**src/rtl/block_stream_sequencer_if.sv**
```systemverilog
// Handshake wiring around the block sequencer: upstream AXI-stream, datapath and output path.
// The sequencer only gates valid/ready; tdata is routed elsewhere.
interface block_stream_sequencer_if;
    logic s_axis_input_tvalid;
    logic s_axis_input_tready;
    logic s_axis_weights_tvalid;
    logic s_axis_weights_tready;
    logic dp_input_tvalid;
    logic dp_input_tready;
    logic dp_input_last;
    logic dp_weights_tvalid;
    logic dp_weights_tready;
    logic dp_output_tvalid;
    logic dp_output_tready;
    logic m_axis_output_tvalid;
    logic m_axis_output_tready;

    // Valid/ready: a beat transfers on any rising edge where both are 1; a valid, once raised,
    // is not expected to drop before its ready, and the sequencer never holds a beat itself.
    modport master (
        input  s_axis_input_tvalid,
        output s_axis_input_tready,
        input  s_axis_weights_tvalid,
        output s_axis_weights_tready,
        output dp_input_tvalid,
        input  dp_input_tready,
        output dp_input_last,
        output dp_weights_tvalid,
        input  dp_weights_tready,
        input  dp_output_tvalid,
        output dp_output_tready,
        output m_axis_output_tvalid,
        input  m_axis_output_tready
    );

    modport slave (
        output s_axis_input_tvalid,
        input  s_axis_input_tready,
        output s_axis_weights_tvalid,
        input  s_axis_weights_tready,
        input  dp_input_tvalid,
        output dp_input_tready,
        input  dp_input_last,
        input  dp_weights_tvalid,
        output dp_weights_tready,
        output dp_output_tvalid,
        input  dp_output_tready,
        input  m_axis_output_tvalid,
        output m_axis_output_tready
    );
endinterface

```
**src/rtl/block_stream_sequencer.sv**
```systemverilog
// Per-block phase sequencer: load weights, stream one block of input, drain its outputs,
// repeated for every block of a stream; all handshakes pass through with zero latency.
module block_stream_sequencer #(
    parameter int BDIM        = 64,
    parameter int SDIM        = 1024,
    parameter int WEIGHT_BDIM = 32,
    parameter int OUT_BDIM    = 16,
    localparam int BMAX_A     = (BDIM > WEIGHT_BDIM) ? BDIM : WEIGHT_BDIM,
    localparam int BMAX       = (BMAX_A > OUT_BDIM) ? BMAX_A : OUT_BDIM,
    localparam int BW         = (BMAX > 0) ? $clog2(BMAX + 1) : 1,
    localparam int NBLK       = SDIM / ((BDIM == 0) ? 1 : BDIM),
    localparam int KW         = (NBLK > 0) ? $clog2(NBLK + 1) : 1
) (
    input  logic                    ap_clk,
    input  logic                    ap_rst_n,
    input  logic                    ap_start,
    output logic                    ap_done,
    output logic                    ap_idle,
    block_stream_sequencer_if.master bus,
    output logic [2:0]              dbg_state_o,
    output logic [BW-1:0]           dbg_beat_cnt_o,
    output logic [KW-1:0]           dbg_blk_cnt_o
);

    if (BDIM <= 0 || SDIM <= 0 || WEIGHT_BDIM <= 0 || OUT_BDIM <= 0) begin : g_bad_zero
        $error("block_stream_sequencer: all dimensions must be non-zero");
    end
    if (BDIM > 0 && (SDIM % ((BDIM == 0) ? 1 : BDIM)) != 0) begin : g_bad_div
        $error("block_stream_sequencer: SDIM must be a multiple of BDIM");
    end

    typedef enum logic [2:0] {
        S_IDLE   = 3'd0,
        S_LOAD_W = 3'd1,
        S_STREAM = 3'd2,
        S_DRAIN  = 3'd3,
        S_DONE   = 3'd4
    } state_t;

    localparam logic [BW-1:0] W_LAST   = BW'(WEIGHT_BDIM - 1);
    localparam logic [BW-1:0] I_LAST   = BW'(BDIM - 1);
    localparam logic [BW-1:0] O_LAST   = BW'(OUT_BDIM - 1);
    localparam logic [KW-1:0] BLK_LAST = KW'(NBLK - 1);

    state_t        state_q, state_d;
    logic [BW-1:0] beat_cnt_q, beat_cnt_d;
    logic [KW-1:0] blk_cnt_q, blk_cnt_d;

    logic s_in_ready, s_w_ready, dp_in_valid, dp_in_last, dp_w_valid, dp_out_ready, m_out_valid;

    always_ff @(posedge ap_clk or negedge ap_rst_n) begin
        if (!ap_rst_n) begin
            state_q    <= S_IDLE;
            beat_cnt_q <= '0;
            blk_cnt_q  <= '0;
        end else begin
            state_q    <= state_d;
            beat_cnt_q <= beat_cnt_d;
            blk_cnt_q  <= blk_cnt_d;
        end
    end

    always_comb begin
        state_d      = state_q;
        beat_cnt_d   = beat_cnt_q;
        blk_cnt_d    = blk_cnt_q;
        ap_done      = 1'b0;
        ap_idle      = 1'b0;
        s_in_ready   = 1'b0;
        s_w_ready    = 1'b0;
        dp_in_valid  = 1'b0;
        dp_in_last   = 1'b0;
        dp_w_valid   = 1'b0;
        dp_out_ready = 1'b0;
        m_out_valid  = 1'b0;
        unique case (state_q)
            S_IDLE: begin
                ap_idle = 1'b1;
                if (ap_start) begin
                    state_d    = S_LOAD_W;
                    beat_cnt_d = '0;
                    blk_cnt_d  = '0;
                end
            end
            S_LOAD_W: begin
                dp_w_valid = bus.s_axis_weights_tvalid;
                s_w_ready  = bus.dp_weights_tready;
                if (bus.s_axis_weights_tvalid && bus.dp_weights_tready) begin
                    if (beat_cnt_q == W_LAST) begin
                        state_d    = S_STREAM;
                        beat_cnt_d = '0;
                    end else begin
                        beat_cnt_d = beat_cnt_q + 1'b1;
                    end
                end
            end
            S_STREAM: begin
                dp_in_valid = bus.s_axis_input_tvalid;
                s_in_ready  = bus.dp_input_tready;
                dp_in_last  = (beat_cnt_q == I_LAST);
                if (bus.s_axis_input_tvalid && bus.dp_input_tready) begin
                    if (beat_cnt_q == I_LAST) begin
                        state_d    = S_DRAIN;
                        beat_cnt_d = '0;
                    end else begin
                        beat_cnt_d = beat_cnt_q + 1'b1;
                    end
                end
            end
            S_DRAIN: begin
                m_out_valid  = bus.dp_output_tvalid;
                dp_out_ready = bus.m_axis_output_tready;
                if (bus.dp_output_tvalid && bus.m_axis_output_tready) begin
                    if (beat_cnt_q == O_LAST) begin
                        // Weights are reloaded before every block, so a non-final block loops back.
                        beat_cnt_d = '0;
                        blk_cnt_d  = blk_cnt_q + 1'b1;
                        state_d    = (blk_cnt_q == BLK_LAST) ? S_DONE : S_LOAD_W;
                    end else begin
                        beat_cnt_d = beat_cnt_q + 1'b1;
                    end
                end
            end
            S_DONE: begin
                ap_done = 1'b1;
                state_d = S_IDLE;
            end
            default: begin
                state_d = S_IDLE;
            end
        endcase
    end

    assign bus.s_axis_input_tready   = s_in_ready;
    assign bus.s_axis_weights_tready = s_w_ready;
    assign bus.dp_input_tvalid       = dp_in_valid;
    assign bus.dp_input_last         = dp_in_last;
    assign bus.dp_weights_tvalid     = dp_w_valid;
    assign bus.dp_output_tready      = dp_out_ready;
    assign bus.m_axis_output_tvalid  = m_out_valid;

    assign dbg_state_o    = state_q;
    assign dbg_beat_cnt_o = beat_cnt_q;
    assign dbg_blk_cnt_o  = blk_cnt_q;

endmodule

```
**src/flat_wrapper.sv**
```systemverilog
// flat-port wrapper written by rule: the top's interface ports become plain ports
module block_stream_sequencer_flat 
#(
    parameter int BDIM        = 64,
    parameter int SDIM        = 1024,
    parameter int WEIGHT_BDIM = 32,
    parameter int OUT_BDIM    = 16,
    localparam int BMAX_A     = (BDIM > WEIGHT_BDIM) ? BDIM : WEIGHT_BDIM,
    localparam int BMAX       = (BMAX_A > OUT_BDIM) ? BMAX_A : OUT_BDIM,
    localparam int BW         = (BMAX > 0) ? $clog2(BMAX + 1) : 1,
    localparam int NBLK       = SDIM / ((BDIM == 0) ? 1 : BDIM),
    localparam int KW         = (NBLK > 0) ? $clog2(NBLK + 1) : 1
)
  (ap_clk, ap_rst_n, ap_start, ap_done, ap_idle, dbg_state_o, dbg_beat_cnt_o, dbg_blk_cnt_o, bus_s_axis_input_tvalid, bus_s_axis_input_tready, bus_s_axis_weights_tvalid, bus_s_axis_weights_tready, bus_dp_input_tvalid, bus_dp_input_tready, bus_dp_input_last, bus_dp_weights_tvalid, bus_dp_weights_tready, bus_dp_output_tvalid, bus_dp_output_tready, bus_m_axis_output_tvalid, bus_m_axis_output_tready);
  block_stream_sequencer_if bus_i ();
  input  logic ap_clk;
  input  logic ap_rst_n;
  input  logic ap_start;
  output logic ap_done;
  output logic ap_idle;
  output logic [2:0] dbg_state_o;
  output logic [BW-1:0] dbg_beat_cnt_o;
  output logic [KW-1:0] dbg_blk_cnt_o;
  input wire logic [$bits(bus_i.s_axis_input_tvalid)-1:0] bus_s_axis_input_tvalid;
  output wire logic [$bits(bus_i.s_axis_input_tready)-1:0] bus_s_axis_input_tready;
  input wire logic [$bits(bus_i.s_axis_weights_tvalid)-1:0] bus_s_axis_weights_tvalid;
  output wire logic [$bits(bus_i.s_axis_weights_tready)-1:0] bus_s_axis_weights_tready;
  output wire logic [$bits(bus_i.dp_input_tvalid)-1:0] bus_dp_input_tvalid;
  input wire logic [$bits(bus_i.dp_input_tready)-1:0] bus_dp_input_tready;
  output wire logic [$bits(bus_i.dp_input_last)-1:0] bus_dp_input_last;
  output wire logic [$bits(bus_i.dp_weights_tvalid)-1:0] bus_dp_weights_tvalid;
  input wire logic [$bits(bus_i.dp_weights_tready)-1:0] bus_dp_weights_tready;
  input wire logic [$bits(bus_i.dp_output_tvalid)-1:0] bus_dp_output_tvalid;
  output wire logic [$bits(bus_i.dp_output_tready)-1:0] bus_dp_output_tready;
  output wire logic [$bits(bus_i.m_axis_output_tvalid)-1:0] bus_m_axis_output_tvalid;
  input wire logic [$bits(bus_i.m_axis_output_tready)-1:0] bus_m_axis_output_tready;
  assign bus_i.s_axis_input_tvalid = bus_s_axis_input_tvalid;
  assign bus_s_axis_input_tready = bus_i.s_axis_input_tready;
  assign bus_i.s_axis_weights_tvalid = bus_s_axis_weights_tvalid;
  assign bus_s_axis_weights_tready = bus_i.s_axis_weights_tready;
  assign bus_dp_input_tvalid = bus_i.dp_input_tvalid;
  assign bus_i.dp_input_tready = bus_dp_input_tready;
  assign bus_dp_input_last = bus_i.dp_input_last;
  assign bus_dp_weights_tvalid = bus_i.dp_weights_tvalid;
  assign bus_i.dp_weights_tready = bus_dp_weights_tready;
  assign bus_i.dp_output_tvalid = bus_dp_output_tvalid;
  assign bus_dp_output_tready = bus_i.dp_output_tready;
  assign bus_m_axis_output_tvalid = bus_i.m_axis_output_tvalid;
  assign bus_i.m_axis_output_tready = bus_m_axis_output_tready;
  block_stream_sequencer #(.BDIM(BDIM), .SDIM(SDIM), .WEIGHT_BDIM(WEIGHT_BDIM), .OUT_BDIM(OUT_BDIM)) u_core (.ap_clk(ap_clk), .ap_rst_n(ap_rst_n), .ap_start(ap_start), .ap_done(ap_done), .ap_idle(ap_idle), .bus(bus_i), .dbg_state_o(dbg_state_o), .dbg_beat_cnt_o(dbg_beat_cnt_o), .dbg_blk_cnt_o(dbg_blk_cnt_o));
endmodule
```
**config.mk**
```make
export PLATFORM = sky130hd
export DESIGN_NAME = block_stream_sequencer_flat
export DESIGN_NICKNAME = d
export VERILOG_FILES = /design/src/rtl/block_stream_sequencer_if.sv /design/src/rtl/block_stream_sequencer.sv /design/src/flat_wrapper.sv
export SDC_FILE = /design/constraint.sdc
export NUM_CORES = 1
export LEC_CHECK = 0
export CAP_MARGIN = 0
export CORE_MARGIN = 10
export CORE_UTILIZATION = 49
export DETAILED_ROUTE_END_ITERATION = 10
export HOLD_SLACK_MARGIN = 0.1
export MAX_ROUTING_LAYER = met4
export PLACE_DENSITY = 0.84
export SYNTH_ARGS = -nofsm -noshare
export SYNTH_HDL_FRONTEND = slang
export SYNTH_SLANG_ARGS = --single-unit
```
**constraint.sdc**
```tcl
create_clock -name ap_clk -period 4 [get_ports ap_clk]
set_input_delay 0.4 -clock ap_clk [delete_from_list [all_inputs] [get_ports ap_clk]]
set_output_delay 0.4 -clock ap_clk [all_outputs]
set_load 0.01 [all_outputs]
```
# Word-level counts from Yosys, hierarchy flattened
# Index checks and enable logic that the tools add are counted.
# totals
register_bits,15
input_bits,9
output_inout_bits,24
wordCells,59
# op_classes
n_addsub,2
n_eq_ne,15
n_mux,30
reduce_logical,9
# ops
op,n
two-way mux 7 bit,7
one-hot mux 7 bit (4 select lines),1
two-way mux 3 bit,8
two-way mux 5 bit,3
!= test 2 x 1 -> 1 bit (second input constant),6
one-hot mux 3 bit (4 select lines),1
one-hot mux 5 bit (2 select lines),1
two-way mux 1 bit,9
adder 7 x 1 -> 7 bit (second input constant),1
equality test 7 x 4 -> 1 bit (second input constant),1
equality test 7 x 5 -> 1 bit (second input constant),1
equality test 7 x 6 -> 1 bit (second input constant),1
AND reduction 7 bit,1
equality test 3 x 2 -> 1 bit (second input constant),2
adder 5 x 1 -> 5 bit (second input constant),1
equality test 5 x 4 -> 1 bit (second input constant),1
AND reduction 5 bit,1
AND reduction 4 bit,1
nonzero test 4 bit,1
equality test 3 x 1 -> 1 bit (second input constant),1
equality test 3 bit (second input constant),1
logical AND 1 bit,3
logical NOT 3 bit,1
!= test 2 bit (second input constant),1
nonzero test 2 bit,1

# Longest topological paths before layout
# Gate-level depths: netlist (run 1).
# depth
ltp_word,5
ltp_mapped,7
ltp_nobuf,6

# Worst setup path after synthesis (run 1)
# Ideal clock, no wire load.
# synth_timing
path_kind,reg-to-output
from,register u_core.beat_cnt_q[0] (netlist: u_core.dbg_beat_cnt_o[0])
to,output bus_dp_input_last
t_arrival_ns,1.559
required_ns,3.600
setup_slack_ns,2.041
stages_incl_launch_ff,5
n_path_buf,0
path_cell_list,dfrtp_1 -> ha_1 -> nand3_2 -> or3_1 -> nor4_1
# synth_between
elab_chain_cells,2
# synth_lines
element,line,source
"start, declared",block_stream_sequencer.sv:46,"logic [BW-1:0] beat_cnt_q, beat_cnt_d;"
"start signal, assigned",block_stream_sequencer.sv:58,beat_cnt_q <= beat_cnt_d;
equality test 7 x 6 -> 1 bit,block_stream_sequencer.sv:100,dp_in_last = (beat_cnt_q == I_LAST);
two-way mux 1 bit,block_stream_sequencer.sv:76,unique case (state_q)
"end, declared",flat_wrapper.sv:30,output wire logic [$bits(bus_i.dp_input_last)-1:0] bus_dp_input_last;
# Every way passes these cells.

# Final worst setup path (run 1)
# Ends and elaborated chain as after synthesis.

==> results of run 1 <==
-- stage by stage --
| step | std cells | area [sq um] | worst slack (ns) |
|---|---|---|---|
| final | 180 | 1430 | 1.221 |
| after global routing | 180 | 1430 | 1.050 |
| after CTS | 180 | 1430 | 1.242 |
| after detailed placement | 176 | 1403 | 1.592 |
| after global placement | 176 | 1403 | 1.644 |
| after floorplan | 121 | 1074 | 2.041 |
-- report_power, final --
group	total (W)	switching (W)	internal, W
Clock	0.0000905	0.0000534	0.0000372
Sequential	0.000251	0.0000697	0.000181
Combinational	0.000293	0.000139	0.000154
-- sequential cells by signal (all words and copies together), names as in the netlist --
register and flops:
u_core.dbg_beat_cnt_o 7, u_core.dbg_blk_cnt_o 5, u_core.dbg_state_o 3
-- cell type report --
class | instances | share of cell area
multi-input cells | 97 | 0.4576
well taps | 27 | 0.02362
inverters | 5 | 0.01312
repair buffers | 32 | 0.2240
clock buffers | 3 | 0.01575
flip-flops and latches | 15 | 0.2625
clock inverters | 1 | 0.003500
-- worst register-to-register path, stage by stage, from the launching register on --
cell and delay [ns]:
dfrtp_1 0.76, nor3_1 0.15, a31oi_2 0.35, nand4_1 0.37, o21ai_0 0.31, nand2_1 0.08
-- synth_stat cells --
library cell,instances
or3_1,2
a31oi_2,1
and4_4,1
a21oi_1,2
o211ai_2,1
or2_0,1
nand3_2,1
o21bai_1,1
nand3b_1,3
o21ai_1,2
inv_1,5
o22ai_1,1
nor2_4,1
o2111ai_1,1
nor2_1,5
nand2_1,19
o41ai_1,3
a2111oi_2,1
nor4_1,1
nor3_1,7
and2_1,6
and3_1,3
nor2_2,1
or2_4,1
dfrtp_1,15
ha_1,3
buf_2,2
a22o_1,1
o311ai_2,1
o41ai_2,1
nand4_1,1
nand4b_1,1
o21ai_0,11
a2bb2oi_2,1
nand3_1,4
nor3b_1,3
a2111o_1,1
a32o_1,1
o311ai_4,1
nand2b_1,1
nor4b_1,1
buf_4,2
-- cells by family (layout without fill, tap and decap cells) --
group / count (synthesis) / count (layout) / synth area share
buf+inv: 9 / 41 / 0.04079
compound gates: 31 / 31 / 0.2494
flops: 15 / 15 / 0.3497
simple gates: 63 / 63 / 0.3252
fa+ha+maj: 3 / 3 / 0.03497
-- routing by layer --
metal	track usage	up-vias	share of wire
li1	-	518	-
met1	0.1660	487	0.43
met2	0.2073	59	0.44
met3	0.03846	7	0.11
met4	0.06283	0	0.020
met5	-	-	0
-- how the worst min path moves through the flow --
| stage | startpoint | end | cells after the start |
|---|---|---|---|
| after floorplan | ap_rst_n | u_core.dbg_beat_cnt_o[0] | 0 |
| after global placement | u_core.dbg_blk_cnt_o[3] | u_core.dbg_blk_cnt_o[3] | 1 |
| after detailed placement | u_core.dbg_blk_cnt_o[3] | u_core.dbg_blk_cnt_o[3] | 1 |
| after CTS | u_core.dbg_blk_cnt_o[3] | u_core.dbg_blk_cnt_o[3] | 1 |
| after global routing | u_core.dbg_blk_cnt_o[3] | u_core.dbg_blk_cnt_o[3] | 1 |
| final | ap_rst_n | u_core.dbg_state_o[0] | 1 |
==> impl_metrics.json, run 1 <==
{
  "timing.hold.ws_ns": 0.5185,
  "hold_class": "primary input to async pin",
  "rsz0062_at_grt": "false",
  "synth_top_area_cell": "dfrtp_1",
  "via_count": 1071,
  "syn_to_final_growth_pct": 33.22,
  "crit_end": "bus_dp_input_last",
  "insertion_delay_ns": 0.29,
  "core-area_sq_um": 2022,
  "ys_seq_area_frac": 0.3497,
  "clk_pin_slew_ns": 0.10,
  "drv_slew": 0,
  "diodes": 0,
  "yosysWarnings": 0,
  "dp_hpwl_um": 2314,
  "layout_common_cells": "32 x clkdlybuf4s50_1, 19 x nand2_1, 15 x dfrtp_1, 11 x o21ai_0, 7 x nor3_1",
  "grt_pass1_wl_um": 4830,
  "startpoint": "u_core.dbg_beat_cnt_o[0]",
  "slew-limit-headroom": 0.5379,
  "synth-seq-cells": 15,
  "outcome": "finished, final reports clean",
  "syn-num-nets": 133,
  "initial_utilization": 0.5309,
  "ant_nets": 0,
  "multi_input_area_sq_um": 654.4,
  "postRouteWirelength_um": 2977,
  "post-route-util": 0.7073,
  "n_fill_cell": 155,
  "crit_required_ns": 3.60,
  "period_share": 0.6947,
  "path_max_fanout": 8,
  "reg2reg_from": "u_core.dbg_state_o[0]",
  "htreeDepth": 1,
  "synthTopCellsByArea": "dfrtp_1 35%, nand2_1 6.6%, o21ai_0 5.1%",
  "post_synth_num_cell_types": 42,
  "path_depth": 5,
  "path_buf_inv": 1,
  "power_per_cell_area_nw_per_um2": 443.7,
  "die_h_um": 66.81,
  "path_delay_family": "simple AND/OR/NAND/NOR gates",
  "clock_path_buffers": 2,
  "drv_cap": 0,
  "setup_tns_ns": 0,
  "io_pins": 33,
  "reg2reg_slack_ns": 1.88,
  "wl_per_cell_um": 16.54,
  "cts_tree": "built",
  "p_total_w": 0.0006346,
  "fin_skew_ns": 0.005339,
  "final_common_cell": "clkdlybuf4s50_1",
  "synth_top_area_frac": 0.3497,
  "worstSetupEndpointType": "output port",
  "clock_sinks": 15,
  "cts-root-buf": "clkbuf_4",
  "fin_nets": 166,
  "startpoint_type": "flip-flop",
  "hold_buffers": 0,
  "finalHoldViolations": 0,
  "first_pass_iters": 4,
  "synthCells": 121,
  "cts_inserted_buffers": 3,
  "cts_setup_buffers": 0,
  "synth.avg_cell_area_sq_um": 8.872,
  "p_leak_nw": 0.5580,
  "post_cts_resized": 0,
  "regArea_sq_um": 375.4,
  "grt_remaining_overflow": 0,
  "grt_max_degree": 20,
  "die_w_um": 66.81,
  "setup_viol": 0,
  "worst_slew_pin_slew_ns": 0.6909,
  "grt_pass1_vias": 1044,
  "die_area_sq_um": 4463,
  "vias_per_cell": 5.950,
  "io_buffers": 32,
  "globalplace.congestion": 0.9693,
  "critical_path.max_stage_delay_ns": 0.60,
  "reg2reg_depth": 5,
  "crit_arrival_ns": 2.38,
  "grt_antenna_before_repair": 0,
  "drt-initial-drc-count": 43,
  "fmax_mhz": 359.9,
  "crit_chain": "ha_1, nand3_2, or3_1, nor4_1, clkdlybuf4s50_1",
  "slowest_stage": "clkdlybuf4s50_1",
  "grt_usage": 0.1378,
  "drc": 0,
  "fin_crit_ns": 2.779,
  "vdd_drop_max_v": 0.0004142,
  "r2r-end": "u_core.dbg_beat_cnt_o[2]",
  "path_class": "flip-flop to output port",
  "syn_area_sq_um": 1074,
  "num_rows": 16,
  "drive_above_1_share": 0.1046
}
No activity file was read; power rests on OpenSTA's default activity.
==> inputs of run 2 (changes only) <==
Settings changed: CORE_UTILIZATION 49 to 46, PLACE_DENSITY 0.84 to 0.8.
Clock period 4 ns to 2.9 ns, I/O delays scaled along.
==> impl_metrics.json, run 2 (synthesis gave the netlist of run 1 again) <==
{
  "hold_class": "primary input to async pin",
  "drv_cap": 0,
  "dpl_cell_area_sq_um": 1411,
  "cts-root-buf": "clkbuf_4",
  "crit_required_ns": 2.61,
  "insertion_delay_ns": 0.30,
  "grt_antenna_before_repair": 0,
  "globalplace.congestion": 0.8504,
  "num_rows": 17,
  "clock_path_buffers": 2,
  "startpoint_type": "flip-flop",
  "drive_above_1_share": 0.1104,
  "busiest_layer": "met2",
  "use_met3": 0.03263,
  "post_cts_resized": 0,
  "die_w_um": 68.31,
  "worstSetupEndpointType": "output port",
  "via_count": 1101,
  "vdd_drop_max_v": 0.0003669,
  "ant_nets": 0,
  "wl_per_cell_um": 16.68,
  "htreeDepth": 1,
  "cts_setup_buffers": 0,
  "die_h_um": 68.31,
  "fin_nets": 167,
  "outcome": "finished, final reports clean",
  "reg2reg_depth": 6,
  "final_common_cell": "clkdlybuf4s50_1",
  "fin_skew_ns": 0.005518,
  "core-area_sq_um": 2212,
  "clk_pin_slew_ns": 0.10,
  "dp_hpwl_um": 2417,
  "initial_utilization": 0.4853,
  "largest_register_ffs": 7,
  "die_area_sq_um": 4666,
  "first_pass_iters": 4,
  "grtUsageMet2": 0.2174,
  "drt-initial-drc-count": 62,
  "drv_slew": 0,
  "p_leak_nw": 0.5586,
  "grt_pass1_wl_um": 4926,
  "setup_tns_ns": 0,
  "path_class": "flip-flop to output port",
  "startpoint": "u_core.dbg_beat_cnt_o[0]",
  "setup_viol": 0,
  "grt_usage": 0.1399,
  "r2r-end": "u_core.dbg_beat_cnt_o[3]",
  "vias_per_cell": 6.049,
  "power_per_cell_area_nw_per_um2": 617.8,
  "reg2reg_slack_ns": 0.78,
  "reg2reg_from": "u_core.dbg_state_o[0]",
  "diodes": 0,
  "slew-limit-headroom": 0.5305,
  "worst_slew_pin_slew_ns": 0.7020,
  "grt_pass1_vias": 1049,
  "clock_sinks": 15,
  "grt_max_degree": 17,
  "crit_arrival_ns": 2.42,
  "rsz0062_at_grt": "false",
  "path_max_fanout": 8,
  "postRouteWirelength_um": 3036,
  "grt_remaining_overflow": 0,
  "use_met1": 0.1642,
  "layout_common_cells": "32 x clkdlybuf4s50_1, 19 x nand2_1, 15 x dfrtp_1, 11 x o21ai_0, 7 x nor3_1",
  "fmax_mhz": 369.3,
  "io_pins": 33,
  "cts_tree": "built",
  "io_buffers": 32,
  "cts_inserted_buffers": 3,
  "hold_buffers": 0,
  "period_share": 0.9337,
  "syn_to_final_growth_pct": 34.27,
  "design_area_sq_um": 1441,
  "fin_crit_ns": 2.708,
  "finalHoldViolations": 0,
  "drc": 0
}
run 2: worst max-delay path, cell delays in order, from the launching register on:
cell             delay [ns]
dfrtp_1                0.43
ha_1                   0.25
nand3_2                0.18
or3_1                  0.43
nor4_1                 0.21
clkdlybuf4s50_1        0.61
run 2: where the power goes:
part,internal (W),total [W],switching (W)
logic,0.000218,0.000422,0.000204
registers,0.000250,0.000338,0.0000872
clock network,0.0000526,0.000131,0.0000785
total,0.000521,0.000891,0.000370
run 2: how the worst max path moves through the flow:
| stage | to | slack [ns] | depth (start not counted) |
|---|---|---|---|
| 6_report | bus_dp_input_last | 0.19 | 5 |
| 5_1_grt | bus_dp_input_last | 0.01 | 5 |
| 4_1_cts | bus_dp_input_last | 0.19 | 5 |
| 3_5_place_dp | bus_dp_input_last | 0.53 | 5 |
| 3_3_place_gp | bus_dp_input_last | 0.65 | 5 |
| 2_1_floorplan | bus_dp_input_last | 1.05 | 4 |
run 2: final cells by class:
type | instances | area (sq um)
Fill cell | 206 | 770.7
Multi-Input combinational cell | 97 | 654.4
Clock inverter | 1 | 7.507
Inverter | 5 | 18.77
Clock buffer | 3 | 22.52
Tap cell | 28 | 35.03
Timing Repair Buffer | 33 | 327.8
Sequential cell | 15 | 375.4
run 2: routing by layer:
layer | vias up | part of all wire
met5 | - | 0
met4 | 0 | 0.024
met3 | 6 | 0.079
met2 | 53 | 0.46
met1 | 523 | 0.43
li1 | 519 | -
run 2: per-stage QoR:
step	hold slack (ns)	util	std cells	total power [W]	setup slack (ns)
2_1_floorplan	-0.005591	-	121	0.0005821	1.051
3_3_place_gp	0.5001	0.6380	178	0.0007488	0.6543
3_5_place_dp	0.5209	0.6380	178	0.0007626	0.5343
4_1_cts	0.4197	0.6516	182	0.0008945	0.1863
5_1_grt	0.4530	0.6516	182	0.0009559	0.01192
6_report	0.3997	0.6516	182	0.0008905	0.1922
==> inputs of run 3 (changes only) <==
Settings changed: ABC_CLOCK_PERIOD_IN_PS set to 2900.
==> results of run 3 <==
No change in the layout: final DEF, timing and power equal those of run 2.
